$ cat src/rtl/rob_param.sv
// rob_param: parametrised reorder buffer.
// Holds up to DEPTH = 2**IDX_W in-flight instructions in program order. Results
// arrive from two writeback ports. One instruction retires per cycle from the head.
//
// Ports
//   clk, rst            clock, synchronous active-high reset
//   rdy                 global enable; low freezes all state and quiets commit outputs
//   disp_*              dispatch request/handshake; disp_tag is the allotted tail tag
//   alu_wb_*, lsb_wb_*  writeback ports (ALU/branch, load-store)
//   q1_*, q2_*          operand lookup with same-cycle writeback bypass
//   commit_*            retiring head entry (register file)
//   store_commit_*      store release handshake for a STORE at the head
//   bht_*               resolved branch outcome at retire
//   redirect_*          mispredict restart; also flushes the buffer at that edge
//   count               occupancy, 0..DEPTH
module rob_param #(
    parameter int IDX_W = 5,
    parameter int XLEN  = 32
) (
    input  logic             clk,
    input  logic             rst,
    input  logic             rdy,
    input  logic             disp_valid,
    output logic             disp_ready,
    output logic [IDX_W-1:0] disp_tag,
    input  logic [1:0]       disp_type,
    input  logic [XLEN-1:0]  disp_pc,
    input  logic [4:0]       disp_rd,
    input  logic             disp_pred_taken,
    input  logic             alu_wb_valid,
    input  logic [IDX_W-1:0] alu_wb_tag,
    input  logic [XLEN-1:0]  alu_wb_value,
    input  logic             alu_wb_taken,
    input  logic [XLEN-1:0]  alu_wb_target,
    input  logic             lsb_wb_valid,
    input  logic [IDX_W-1:0] lsb_wb_tag,
    input  logic [XLEN-1:0]  lsb_wb_value,
    input  logic [IDX_W-1:0] q1_tag,
    input  logic [IDX_W-1:0] q2_tag,
    output logic             q1_ready,
    output logic [XLEN-1:0]  q1_value,
    output logic             q2_ready,
    output logic [XLEN-1:0]  q2_value,
    output logic             commit_valid,
    output logic [IDX_W-1:0] commit_tag,
    output logic [4:0]       commit_rd,
    output logic [XLEN-1:0]  commit_value,
    output logic             commit_wr,
    output logic             store_commit_valid,
    input  logic             store_commit_ready,
    output logic             bht_valid,
    output logic [XLEN-1:0]  bht_pc,
    output logic             bht_taken,
    output logic             redirect_valid,
    output logic [XLEN-1:0]  redirect_pc,
    output logic [IDX_W:0]   count
);

    localparam int DEPTH = 2**IDX_W;
    localparam logic [IDX_W:0] DEPTH_CNT = {1'b1, {IDX_W{1'b0}}};

    localparam logic [1:0] T_ALU    = 2'b00;
    localparam logic [1:0] T_BRANCH = 2'b01;
    localparam logic [1:0] T_JALR   = 2'b10;
    localparam logic [1:0] T_STORE  = 2'b11;

    logic [IDX_W-1:0] head;
    logic [IDX_W-1:0] tail;
    logic [DEPTH-1:0] e_valid;
    logic [DEPTH-1:0] e_ready;
    logic [DEPTH-1:0] e_pred;
    logic [DEPTH-1:0] e_taken;
    logic [1:0]       e_type   [DEPTH];
    logic [4:0]       e_rd     [DEPTH];
    logic [XLEN-1:0]  e_pc     [DEPTH];
    logic [XLEN-1:0]  e_value  [DEPTH];
    logic [XLEN-1:0]  e_target [DEPTH];

    logic       head_ok;
    logic [1:0] h_type;
    logic       commit_fire;
    logic       mispredict;
    logic       flush;
    logic       disp_fire;

    assign disp_ready = rdy && (count != DEPTH_CNT);
    assign disp_fire  = disp_valid && disp_ready;
    assign disp_tag   = tail;

    assign h_type  = e_type[head];
    assign head_ok = rdy && (count != '0) && e_valid[head] && e_ready[head];

    // A ready store only leaves the head once the store buffer takes it.
    assign commit_fire = head_ok && ((h_type != T_STORE) || store_commit_ready);
    assign mispredict  = (h_type == T_JALR) ||
                         ((h_type == T_BRANCH) && (e_taken[head] != e_pred[head]));
    assign flush       = commit_fire && mispredict;

    assign commit_valid       = commit_fire;
    assign commit_tag         = commit_fire ? head : '0;
    assign commit_rd          = commit_fire ? e_rd[head] : '0;
    assign commit_value       = commit_fire ? e_value[head] : '0;
    assign commit_wr          = commit_fire && ((h_type == T_ALU) || (h_type == T_JALR)) &&
                                (e_rd[head] != 5'd0);
    assign store_commit_valid = head_ok && (h_type == T_STORE);
    assign bht_valid          = commit_fire && (h_type == T_BRANCH);
    assign bht_pc             = bht_valid ? e_pc[head] : '0;
    assign bht_taken          = bht_valid && e_taken[head];
    assign redirect_valid     = flush;
    assign redirect_pc        = !flush ? '0 :
                                ((h_type == T_JALR) || e_taken[head]) ? e_target[head] :
                                e_pc[head] + XLEN'(4);

    // Returns {ready, value}; a writeback this cycle wins over the stored entry.
    function automatic logic [XLEN:0] lookup(input logic [IDX_W-1:0] t);
        logic [XLEN:0] r;
        r = '0;
        if (e_valid[t]) begin
            if (alu_wb_valid && (alu_wb_tag == t))
                r = {1'b1, alu_wb_value};
            else if (lsb_wb_valid && (lsb_wb_tag == t))
                r = {1'b1, lsb_wb_value};
            else
                r = {e_ready[t], e_value[t]};
        end
        return r;
    endfunction

    assign {q1_ready, q1_value} = lookup(q1_tag);
    assign {q2_ready, q2_value} = lookup(q2_tag);

    always_ff @(posedge clk) begin
        if (rst) begin
            head    <= '0;
            tail    <= '0;
            count   <= '0;
            e_valid <= '0;
            e_ready <= '0;
        end else if (rdy) begin
            if (flush) begin
                head    <= '0;
                tail    <= '0;
                count   <= '0;
                e_valid <= '0;
                e_ready <= '0;
            end else begin
                // Tail slot is never valid when a dispatch fires, so writebacks
                // cannot collide with the newly written entry.
                if (disp_fire) begin
                    e_valid[tail] <= 1'b1;
                    e_ready[tail] <= 1'b0;
                    tail          <= tail + IDX_W'(1);
                end
                if (alu_wb_valid && e_valid[alu_wb_tag])
                    e_ready[alu_wb_tag] <= 1'b1;
                if (lsb_wb_valid && e_valid[lsb_wb_tag])
                    e_ready[lsb_wb_tag] <= 1'b1;
                if (commit_fire) begin
                    e_valid[head] <= 1'b0;
                    e_ready[head] <= 1'b0;
                    head          <= head + IDX_W'(1);
                end
                count <= count + (IDX_W+1)'(disp_fire) - (IDX_W+1)'(commit_fire);
            end
        end
    end

    // Payload carries no reset; it is only meaningful while the entry is valid.
    always_ff @(posedge clk) begin
        if (!rst && rdy && !flush) begin
            if (disp_fire) begin
                e_type[tail]  <= disp_type;
                e_pc[tail]    <= disp_pc;
                e_rd[tail]    <= disp_rd;
                e_pred[tail]  <= disp_pred_taken;
                e_taken[tail] <= 1'b0;
            end
            if (lsb_wb_valid && e_valid[lsb_wb_tag])
                e_value[lsb_wb_tag] <= lsb_wb_value;
            if (alu_wb_valid && e_valid[alu_wb_tag]) begin
                e_value[alu_wb_tag]  <= alu_wb_value;
                e_taken[alu_wb_tag]  <= alu_wb_taken;
                e_target[alu_wb_tag] <= alu_wb_target;
            end
        end
    end

endmodule
$ cat config.mk
export PLATFORM = sky130hd
export DESIGN_NAME = rob_param
export DESIGN_NICKNAME = d
export VERILOG_FILES = /design/src/rtl/rob_param.sv
export SDC_FILE = /design/constraint.sdc
export NUM_CORES = 2
export LEC_CHECK = 0
export BUFFER_PORTS_ARGS = -buffer_cell sky130_fd_sc_hd__buf_2
export CORE_MARGIN = 3
export CORE_UTILIZATION = 30
export DETAILED_ROUTE_END_ITERATION = 12
export PLACE_DENSITY = 0.47
export SETUP_SLACK_MARGIN = 0.4
export SYNTH_ARGS = -nofsm -noshare
export SYNTH_HDL_FRONTEND = slang
export SYNTH_SLANG_ARGS = --single-unit
$ cat constraint.sdc
create_clock -name clk -period 8.4 [get_ports clk]
set_input_delay 1.68 -clock clk [delete_from_list [all_inputs] [get_ports clk]]
set_output_delay 1.68 -clock clk [all_outputs]
set_load 0.02 [all_outputs]
==> out/results.txt <==
status = finished clean
1st-iter DRT viols = 12,200
clk_lat worst skew = 1030 ps
CP top delay family = buffers and inverters
total grt overflow = 0
number of synthesized flops with an enable pin = 3,360
Mean Syn Cell Area = 19.0 µm²
Max Root-Sink Buffers = 4
P per Cell Area = 198 nW/µm²
post-synthesis compound-gate area fraction = 0.0244
final non-filler cell area = 191,000 µm²
Tightest Pin Transition = 1300 ps
Critical path buffers and inverters = 3
Int Pwr = 0.0293 W
Tot Pwr = 0.0378 W
Final Net Count = 9,210
H-tree Lvls = 5
Clk pin slew, worst setup/hold paths = 60 ps
DR WL/cell = 38.4 µm
total clock sinks = 3,445
Placement Cell Area = 178,000 µm²
register bit total from synthesis = 3,445
DR vias/cell = 5.82
Die ar. = 566,000 µm²
GP Congestion = 0.865
final worst-path cycle share = 0.941
post-synthesis cell type count = 98
Final Critical Period = 7900 ps
final setup vio count = 0
Post-Syn Nets = 8,980
pin count of the biggest net entering global routing = 113
Syn. warnings = 0
TNS Setup = 0 ps
DR pass1 iterations = 8
Storage cell area = 103,000 µm²
synth cell count leaders = edfxtp_1 (3,360), mux4_2 (1,597), mux2_2 (986)
Sw Ratio = 0.225
CTS root buf = clkbuf_16
fmax = 0.127 GHz
Cells after Synth = 8,797
drt drc = 0
Synth Flop Type = edfxtp_1
CTS tree = yes
Core Region = 554,000 µm²
vias in the first global route = 98,500
ys async rst share = 0
leading post-synthesis cells by cell area = edfxtp_1 (60%), mux4_2 (22%), mux2_2 (6.6%), mux2i_1 (1.7%), dfxtp_1 (1.0%)
hold crit path type = reg2reg
num rows = 273
CP Cell Sequence = clkinv_2 -> mux4_2 -> mux2_2 -> ha_1 -> nor4b_2 -> buf_4 -> nand2_1 -> nor4b_1 -> a2111oi_0 -> buf_2
slowest stage cell, crit path = a2111oi_0
Req. time, crit path = 6720 ps
Port Buf Inserts = 353
Worst Skew = 86.6 ps
critical path class = reg2out
Slew headroom = 0.131
RSZ-0062 raised after global routing = yes
sequential share of the synthesized area = 0.614
Layout Area Growth over Synthesis = 14.2%
Synth area leader = edfxtp_1
clock network fraction of total power = 0.455
Static Leak = 58.5 nW
initial core utilization = 0.302
gr usage total = 0.222
XOR/XNOR Fraction of Synth Area = 0.00230
P_sw = 0.00848 W
Simple-Gate Fraction of Synth Area = 0.0235
crit end category = output port
Max rail drop VDD = 0.000187 V
adder-cell share of the synthesized area = 0.00147
global-route wire length before repair = 875,000 µm
# hold bufs at CTS = 0
Routed Antenna Nets = 0
Comb pwr share = 0.045
cell with the most instances after synthesis = edfxtp_1
main combinational cell family by area after synthesis = multiplexers
mux contribution to synthesized area = 0.308
area share of the largest cell type after synthesis = 0.603
Final Max Slew Viols = 0
Seq pwr share = 0.500
multi-input logic area = 61,100 µm²
synthesized area = 167,000 µm²
CTS buffer count = 394
dpl hpwl = 373,000 µm
drt total wl = 646,000 µm
Final Hold Fails = 0
Die W = 753 µm
Final WS setup = 497 ps
largest stage delay on the critical path = 1050 ps
pre-CTS setup slack = 711 ps
fillers = 52,200
max_cap viols = 0
Ports = 354
Die H = 753 µm
antenna violations before repair = 79
Crit Path Max Fanout = 21
WP data arrival = 6220 ps
Worst setup SP type = register
Vias = 97,800
share of post-route cells with drive strength above 1 = 0.430
==> worst min-delay path, stage by stage, from the launching register on <==
cell     delay [ps]
dfxtp_1         320
nand2_1          50
o21ai_0          70
==> metrics by stage <==
step	cells	util	hold slack, ps
6_report	16800	0.345	503
2_1_floorplan	8797	-	465
3_3_place_gp	16100	0.322	479
4_1_cts	16800	0.344	507
3_5_place_dp	16100	0.322	500
5_1_grt	16800	0.345	535
==> routing by layer <==
metal / share of wire / vias to the layer above / GRT usage
met5: 0.00036 / - / 0
met4: 0.038 / 36 / 0.0750
met3: 0.078 / 1115 / 0.0440
met2: 0.47 / 4789 / 0.352
met1: 0.42 / 54100 / 0.304
li1: - / 37800 / -
==> final timing paths <==
kind,from,endpoint,slack (ps),cells past startpoint
setup / recovery,register,redirect_pc[14],500,10
hold / removal,count[4],count[4],500,2
setup reg to reg,head[1],e_target[4][6],1740,12
hold reg to reg,count[4],count[4],500,2
==> power groups by stage <==
stage,logic (W),registers (W),clock network [W]
CTS,0.00170,0.0189,0.0174
global placement,0.00166,0.0192,0
global route,0.00180,0.0189,0.0181
finish,0.00171,0.0189,0.0172
detailed placement,0.00169,0.0192,0
floorplan,0.000994,0.0192,0
==> flip-flops by register name (all words and copies together), names as in the netlist, 6 cells and up, named ones only <==
signal and cells:
e_pred 32, e_target 1024, e_pc 1024, e_value 1024
e_valid 32, e_type 64, e_rd 160, count 6
e_ready 32, e_taken 32
==> kinds of logic after synthesis <==
family,Yosys count
adder cells (fa/ha/maj),19
flip-flops,3445
multiplexers,2964
buffers and inverters,930
XOR/XNOR,44
AND/OR/NAND/NOR,809
AO/OA/AOI/OAI,586
==> cells in the final DEF, fill, tap and decap left out, types with 21 or more instances in the layout <==
cell type and count:
a211oi_1 117, a21oi_1 129, a22oi_1 62, and2_1 21
and3_1 22, buf_12 45, buf_2 343, buf_4 292
bufinv_16 31, clkbuf_1 79, clkbuf_16 401, clkinv_1 84
clkinv_2 77, dfxtp_1 79, diode_2 48, edfxtp_1 3360
inv_1 43, inv_2 25, mux2_1 68, mux2_2 986
mux2i_1 269, mux4_1 37, mux4_2 1597, nand2_1 147
nand3_1 50, nor2_1 288, nor2_4 56, nor2b_1 24
nor3_1 22, o21ai_0 46, o22ai_1 37, o31ai_1 22
xnor2_1 22, xor2_1 22
==> layout make-up <==
class / instances / share of cell area
antenna: 48 / 0.000629
multi-input combinational: 4422 / 0.320
tap: 7425 / 0.0486
clock buffer: 485 / 0.0545
inverter: 72 / 0.00147
timing repair buffer: 692 / 0.0260
sequential: 3445 / 0.537
clock inverter: 233 / 0.0115
==> repair_timing <==
item / CTS / global route
setup endpoints to repair: 2 / 11
buffers inserted: 1 / 0
resized for setup: 2 / 7
endpoints found under the hold margin: 0 / 0
(Power assumes the default switching activity.)
